[config.mk]
export PLATFORM = sky130hd
export DESIGN_NAME = lfsr_rand_gen
export DESIGN_NICKNAME = d
export VERILOG_FILES = /design/src/rtl/lfsr_rand_gen.sv
export SDC_FILE = /design/constraint.sdc
export NUM_CORES = 1
export LEC_CHECK = 0
export ABC_AREA = 1
export ABC_CLOCK_PERIOD_IN_PS = 1300
export CORE_MARGIN = 10
export CORE_UTILIZATION = 30
export DETAILED_ROUTE_END_ITERATION = 7
export PLACE_DENSITY = 0.66
export SYNTH_ARGS = -nofsm -noshare
export SYNTH_HDL_FRONTEND = slang
export SYNTH_SLANG_ARGS = --single-unit
export TNS_END_PERCENT = 50
[constraint.sdc]
create_clock -name clk -period 1.3 [get_ports clk]
set_clock_uncertainty 0.05 [all_clocks]
set_input_delay 0.39 -clock clk [delete_from_list [all_inputs] [get_ports clk]]
set_output_delay 0.39 -clock clk [all_outputs]
set_load 0.005 [all_outputs]
[src/rtl/lfsr_rand_gen.sv]
// Parametrised Fibonacci LFSR random source with seed load, zero-seed guard and word packer.
// Optional period self-check is compiled in when LFSR_PERIOD_CHK_EN is defined.
module lfsr_rand_gen #(
  parameter int WIDTH    = 5,
  parameter int OUT_W    = 4,
  parameter int RST_SEED = 1
) (
  input  logic             clk,
  input  logic             rst_n,
  input  logic             load,
  input  logic [WIDTH-1:0] seed,
  input  logic             en,
  output logic [WIDTH-1:0] state,
  output logic             out,
  output logic [OUT_W-1:0] word,
  output logic             word_valid,
  output logic             seed_err,
  output logic             period_done
);

  function automatic logic [15:0] tap_mask(input int w);
    case (w)
      3:       tap_mask = 16'h0006;
      4:       tap_mask = 16'h000C;
      5:       tap_mask = 16'h0014;
      6:       tap_mask = 16'h0030;
      7:       tap_mask = 16'h0060;
      8:       tap_mask = 16'h00B8;
      9:       tap_mask = 16'h0110;
      10:      tap_mask = 16'h0240;
      11:      tap_mask = 16'h0500;
      12:      tap_mask = 16'h0829;
      13:      tap_mask = 16'h100D;
      14:      tap_mask = 16'h2015;
      15:      tap_mask = 16'h6000;
      16:      tap_mask = 16'hD008;
      default: tap_mask = 16'h0000;
    endcase
  endfunction

  generate
    if (WIDTH < 3 || WIDTH > 16) begin : g_bad_width
      $error("lfsr_rand_gen: WIDTH must be in 3..16");
    end
    if (OUT_W < 1 || OUT_W > WIDTH) begin : g_bad_out_w
      $error("lfsr_rand_gen: OUT_W must be in 1..WIDTH");
    end
    if (RST_SEED <= 0 || RST_SEED >= (1 << WIDTH)) begin : g_bad_seed
      $error("lfsr_rand_gen: RST_SEED must be nonzero and fit in WIDTH bits");
    end
  endgenerate

  localparam logic [15:0]      TAP_FULL = tap_mask(WIDTH);
  localparam logic [WIDTH-1:0] TAPS     = TAP_FULL[WIDTH-1:0];
  localparam logic [WIDTH-1:0] SEED0    = RST_SEED[WIDTH-1:0];
  localparam logic [WIDTH-1:0] ONE      = WIDTH'(1);
  localparam int               CW       = (OUT_W > 1) ? $clog2(OUT_W) : 1;
  localparam logic [CW-1:0]    CNT_LAST = CW'(OUT_W - 1);

  logic [WIDTH-1:0] r_state;
  logic [CW-1:0]    r_cnt;
  logic [OUT_W-1:0] r_word;
  logic             r_valid;
  logic             r_err;

  logic             w_fb;
  logic             w_out;
  logic             w_step;
  logic [WIDTH-1:0] w_next;
  logic [OUT_W-1:0] w_shift_next;

  assign w_fb   = ^(r_state & TAPS);
  assign w_out  = r_state[WIDTH-1];
  assign w_next = {r_state[WIDTH-2:0], w_fb};
  assign w_step = en & ~load;

  // The bit about to leave the LFSR enters the packer at the LSB, so the word is MSB-first.
  generate
    if (OUT_W == 1) begin : g_pack1
      assign w_shift_next = w_out;
    end else begin : g_packn
      logic [OUT_W-2:0] r_shift;
      always_ff @(posedge clk or negedge rst_n) begin
        if (!rst_n) begin
          r_shift <= '0;
        end else if (w_step) begin
          r_shift <= w_shift_next[OUT_W-2:0];
        end
      end
      assign w_shift_next = {r_shift, w_out};
    end
  endgenerate

`ifdef LFSR_PERIOD_CHK_EN
  logic [WIDTH-1:0] r_ref;
  logic [WIDTH-1:0] r_steps;
  logic             r_pd;
  logic [WIDTH-1:0] w_steps_inc;
  assign w_steps_inc = r_steps + WIDTH'(1);
`endif

  always_ff @(posedge clk or negedge rst_n) begin
    if (!rst_n) begin
      r_state <= SEED0;
      r_cnt   <= '0;
      r_word  <= '0;
      r_valid <= 1'b0;
      r_err   <= 1'b0;
`ifdef LFSR_PERIOD_CHK_EN
      r_ref   <= SEED0;
      r_steps <= '0;
      r_pd    <= 1'b0;
`endif
    end else begin
      r_valid <= 1'b0;
`ifdef LFSR_PERIOD_CHK_EN
      r_pd    <= 1'b0;
`endif
      if (load) begin
        r_cnt <= '0;
        if (seed == '0) begin
          r_state <= ONE;
          r_err   <= 1'b1;
`ifdef LFSR_PERIOD_CHK_EN
          r_ref   <= ONE;
`endif
        end else begin
          r_state <= seed;
          r_err   <= 1'b0;
`ifdef LFSR_PERIOD_CHK_EN
          r_ref   <= seed;
`endif
        end
`ifdef LFSR_PERIOD_CHK_EN
        r_steps <= '0;
`endif
      end else if (en) begin
        r_state <= w_next;
        if (r_cnt == CNT_LAST) begin
          r_cnt   <= '0;
          r_word  <= w_shift_next;
          r_valid <= 1'b1;
        end else begin
          r_cnt <= r_cnt + CW'(1);
        end
`ifdef LFSR_PERIOD_CHK_EN
        // Returning to the post-load state closes one period; a full count without a match means broken taps.
        if (w_next == r_ref) begin
          r_pd    <= 1'b1;
          r_steps <= '0;
        end else if (w_steps_inc == '1) begin
          r_err   <= 1'b1;
          r_steps <= '0;
        end else begin
          r_steps <= w_steps_inc;
        end
`endif
      end
    end
  end

  assign state      = r_state;
  assign out        = w_out;
  assign word       = r_word;
  assign word_valid = r_valid;
  assign seed_err   = r_err;
`ifdef LFSR_PERIOD_CHK_EN
  assign period_done = r_pd;
`else
  assign period_done = 1'b0;
`endif

endmodule

==> flow_metrics.env <==
export IMPL_run_status="finished, violations left"
export IMPL_violated_checks="setup timing"
export IMPL_clockRootBuffer="sky130_fd_sc_hd__clkbuf_4"
export IMPL_drive_above_1_share=0.412
export IMPL_port_buffer_count=20
export IMPL_most_common_layout_cells="sky130_fd_sc_hd__nand2_1 (25), sky130_fd_sc_hd__dfrtp_1 (15), sky130_fd_sc_hd__buf_4 (14), sky130_fd_sc_hd__clkdlybuf4s50_1 (7), sky130_fd_sc_hd__buf_2 (6)"
export IMPL_die_x_um=69.6
export IMPL_synth_top_cell_by_area="sky130_fd_sc_hd__dfrtp_1"
export IMPL_worstSkewPairLatency_ns=0.27
export IMPL_combPwrFrac=0.232
export IMPL_grt_antenna_before_repair=0
export IMPL_power_leakage_nw=0.568
export IMPL_detail_route_antenna_nets=0
export IMPL_yosys_top_cell_area_share=0.508
export IMPL_mappedNetlistArea_um2=739
export IMPL_synthesis_nets=88
export IMPL_timing_critical_path_required_ns=0.86
export IMPL_critical_path_reg2reg_startpoint="r_cnt[0]"
export IMPL_via_count_normalized_by_instance_count=4.37
export IMPL_switching_share_of_power=0.253
export IMPL_synth_cell_types=20
export IMPL_route_vias_total=621
export IMPL_groute_layer_met1_usage=0.0754
export IMPL_coreArea_um2=2280
export IMPL_synth_avg_cell_area_um2=9.48
export IMPL_drt_pass1_iter_count=4
export IMPL_crit_slowest_cell="sky130_fd_sc_hd__dfstp_2"
export IMPL_groute_usage_overall=0.0685
export IMPL_reg2reg_to="word[3]"
export IMPL_num_nets_final=125
export IMPL_synth_seq_area_share=0.543
export IMPL_r2r_cells=5
export IMPL_place_worst_setup_slack_ns=-0.308
export IMPL_peakVddDrop_mv=0.620
export IMPL_num_antenna_cells=0
export IMPL_htreeDepth=1
export IMPL_detailed_place_hpwl_mm=1.30
export IMPL_end_kind="output pin"
export IMPL_post_route_drc_count=0
export IMPL_drv_slew=0
export IMPL_std_cell_rows=17
export IMPL_wl_mm=1.61
export IMPL_setup_ws_ns=-0.0559
export IMPL_crit_chain="buf_6"
export IMPL_cellPowerDensity_nw_per_um2=1110
export IMPL_worstHoldPathType="primary input to asynchronous set/reset pin"
export IMPL_number_of_standard_cells_after_synthesis=78
export IMPL_grt_pass1_wl_mm=2.79
export IMPL_period_minus_slack_ns=1.36
export IMPL_final_common_cell="sky130_fd_sc_hd__nand2_1"
export IMPL_routabilityCongestion=0.847
export IMPL_power_sequential_fraction=0.502
export IMPL_place_area_um2=1030
export IMPL_report_final_setup_viol=2
export IMPL_cp_top_family="flip-flops"
export IMPL_setup_repair_after_global_routing_missed_its_margin="yes"
export IMPL_ios=22
export IMPL_grt_use_met2=0.104
export IMPL_ctsLongestPathBuffers=2
export IMPL_clk_transition_reported_paths_ns=0.09
export IMPL_crit_buf_inv=1
export IMPL_fp_dieH_um=69.6
export IMPL_ys_warnings_count=0
export IMPL_critPathLaunchType="flip-flop"
export IMPL_grt_ovfl_total=0
export IMPL_area_growth_synth_to_final_pct=42.3
export IMPL_route_detailed_wl_per_inst_um=11.3
export IMPL_worst_path_max_fanout=2
export IMPL_die_area_um2=4850
export IMPL_reg2reg_slack_ns=0.16
export IMPL_holdBufCountCts=0
export IMPL_hold_worst_slack_ns=0.227
export IMPL_intPower_mw=0.873
export IMPL_cp_depth=1
export IMPL_stdcell_area_um2=1050
export IMPL_numClockSinks=16
export IMPL_cp_arrival_ns=0.92
export IMPL_cts_made_buffers=3
export IMPL_clkPwrFrac=0.267
export IMPL_critical_path_max_stage_delay_ns=0.55
export IMPL_tritoncts="yes"
export IMPL_synth_seq_cells=16
export IMPL_dr_first_iter_drc_count=13
export IMPL_synthTopCellsByArea="sky130_fd_sc_hd__dfrtp_1 (51%), sky130_fd_sc_hd__nand2_1 (13%), sky130_fd_sc_hd__dfstp_2 (3.6%)"
export IMPL_cap_viol_max_count=0
export IMPL_period_utilisation_layout=1.04
export IMPL_number_of_global_route_vias_before_repair=690
export IMPL_maxClockFrequency_mhz=738
export IMPL_starting_density_of_the_core=0.325
export IMPL_global_route_peak_usage_layer="met2"
export IMPL_path_class="flip-flop to output pin"
export IMPL_power_net_switching_mw=0.296
export IMPL_globalRouteMet3Util=0.0342
export IMPL_final_hold_viol_count=0
export IMPL_maximum_number_of_pins_on_one_net_before_global_route_repair=15
==> power groups by stage <==
| stage | Sequential (mW) | Clock (mW) | Combinational (mW) |
|---|---|---|---|
| after floorplan | 0.600 | 0 | 0.107 |
| after global placement | 0.596 | 0 | 0.276 |
| after detailed placement | 0.597 | 0 | 0.279 |
| after CTS | 0.587 | 0.326 | 0.284 |
| after global routing | 0.594 | 0.358 | 0.309 |
| final | 0.587 | 0.312 | 0.271 |
==> stage by stage <==
step / TNS (ns) / instances / power (mW) / util
CTS: -0.160 / 142 / 1.20 / 0.471
global route: -0.186 / 142 / 1.26 / 0.462
detailed placement: -4.49 / 134 / 0.876 / 0.453
finish: -0.0856 / 142 / 1.17 / 0.462
floorplan: 0 / 78 / 0.708 / -
global placement: -4.20 / 134 / 0.873 / 0.453
==> state kept, by name (all words and copies together) (netlist names) <==
name,cells
state,5
word_valid,1
r_cnt,2
word,4
g_packn.r_shift,3
seed_err,1
==> worst max-delay path by stage <==
stage,start,to,slack [ns]
floorplan,r_cnt[0],r_cnt[1],0.22
global placement,load,state[2],-0.28
detailed placement,load,r_cnt[1],-0.31
CTS,state[0],state[0],-0.07
global route,state[0],state[0],-0.11
finish,state[0],state[0],-0.06
==> synth_stat cells <==
cell type and instances:
sky130_fd_sc_hd__nand2_1 25, sky130_fd_sc_hd__dfrtp_1 15, sky130_fd_sc_hd__inv_1 6, sky130_fd_sc_hd__o21ai_0 5
sky130_fd_sc_hd__inv_2 3, sky130_fd_sc_hd__nand3_1 3, sky130_fd_sc_hd__o211ai_1 3, sky130_fd_sc_hd__o21ai_2 3
sky130_fd_sc_hd__buf_4 2, sky130_fd_sc_hd__nand2_2 2, sky130_fd_sc_hd__nor2_1 2, sky130_fd_sc_hd__a22o_2 1
sky130_fd_sc_hd__buf_6 1, sky130_fd_sc_hd__clkinv_2 1, sky130_fd_sc_hd__conb_1 1, sky130_fd_sc_hd__dfstp_2 1
sky130_fd_sc_hd__ha_1 1, sky130_fd_sc_hd__nand2_4 1, sky130_fd_sc_hd__nor2_8 1, sky130_fd_sc_hd__o31ai_2 1
==> per-layer routing <==
metal / vias to the layer above / part of all wire
met5: - / 0
met4: 0 / 0.021
met3: 4 / 0.063
met2: 24 / 0.44
met1: 278 / 0.48
li1: 315 / -
==> final cells by class <==
type | count | area, um^2
fill | 210 | 1220
sequential | 16 | 402
multi-input combinational | 49 | 273
inverter | 10 | 38.8
timing repair buffer | 35 | 268
tap | 28 | 35.0
clock buffer | 4 | 36.3
==> cells by family after synthesis <==
logic type	share of synthesized area
other	0.00507
AND/OR/NAND/NOR	0.217
flip-flops	0.543
AO/OA/AOI/OAI	0.130
buffers and inverters	0.0880
adder cells (fa/ha/maj)	0.0169
==> repair_timing <==
item	in CTS	in global routing
setup endpoints to repair	14	8
gates resized for setup	44	6
pin swaps	0	0
hold endpoints to repair	0	0
setup buffers	4	0
Note: power is estimated with default switching activity, not from simulation.
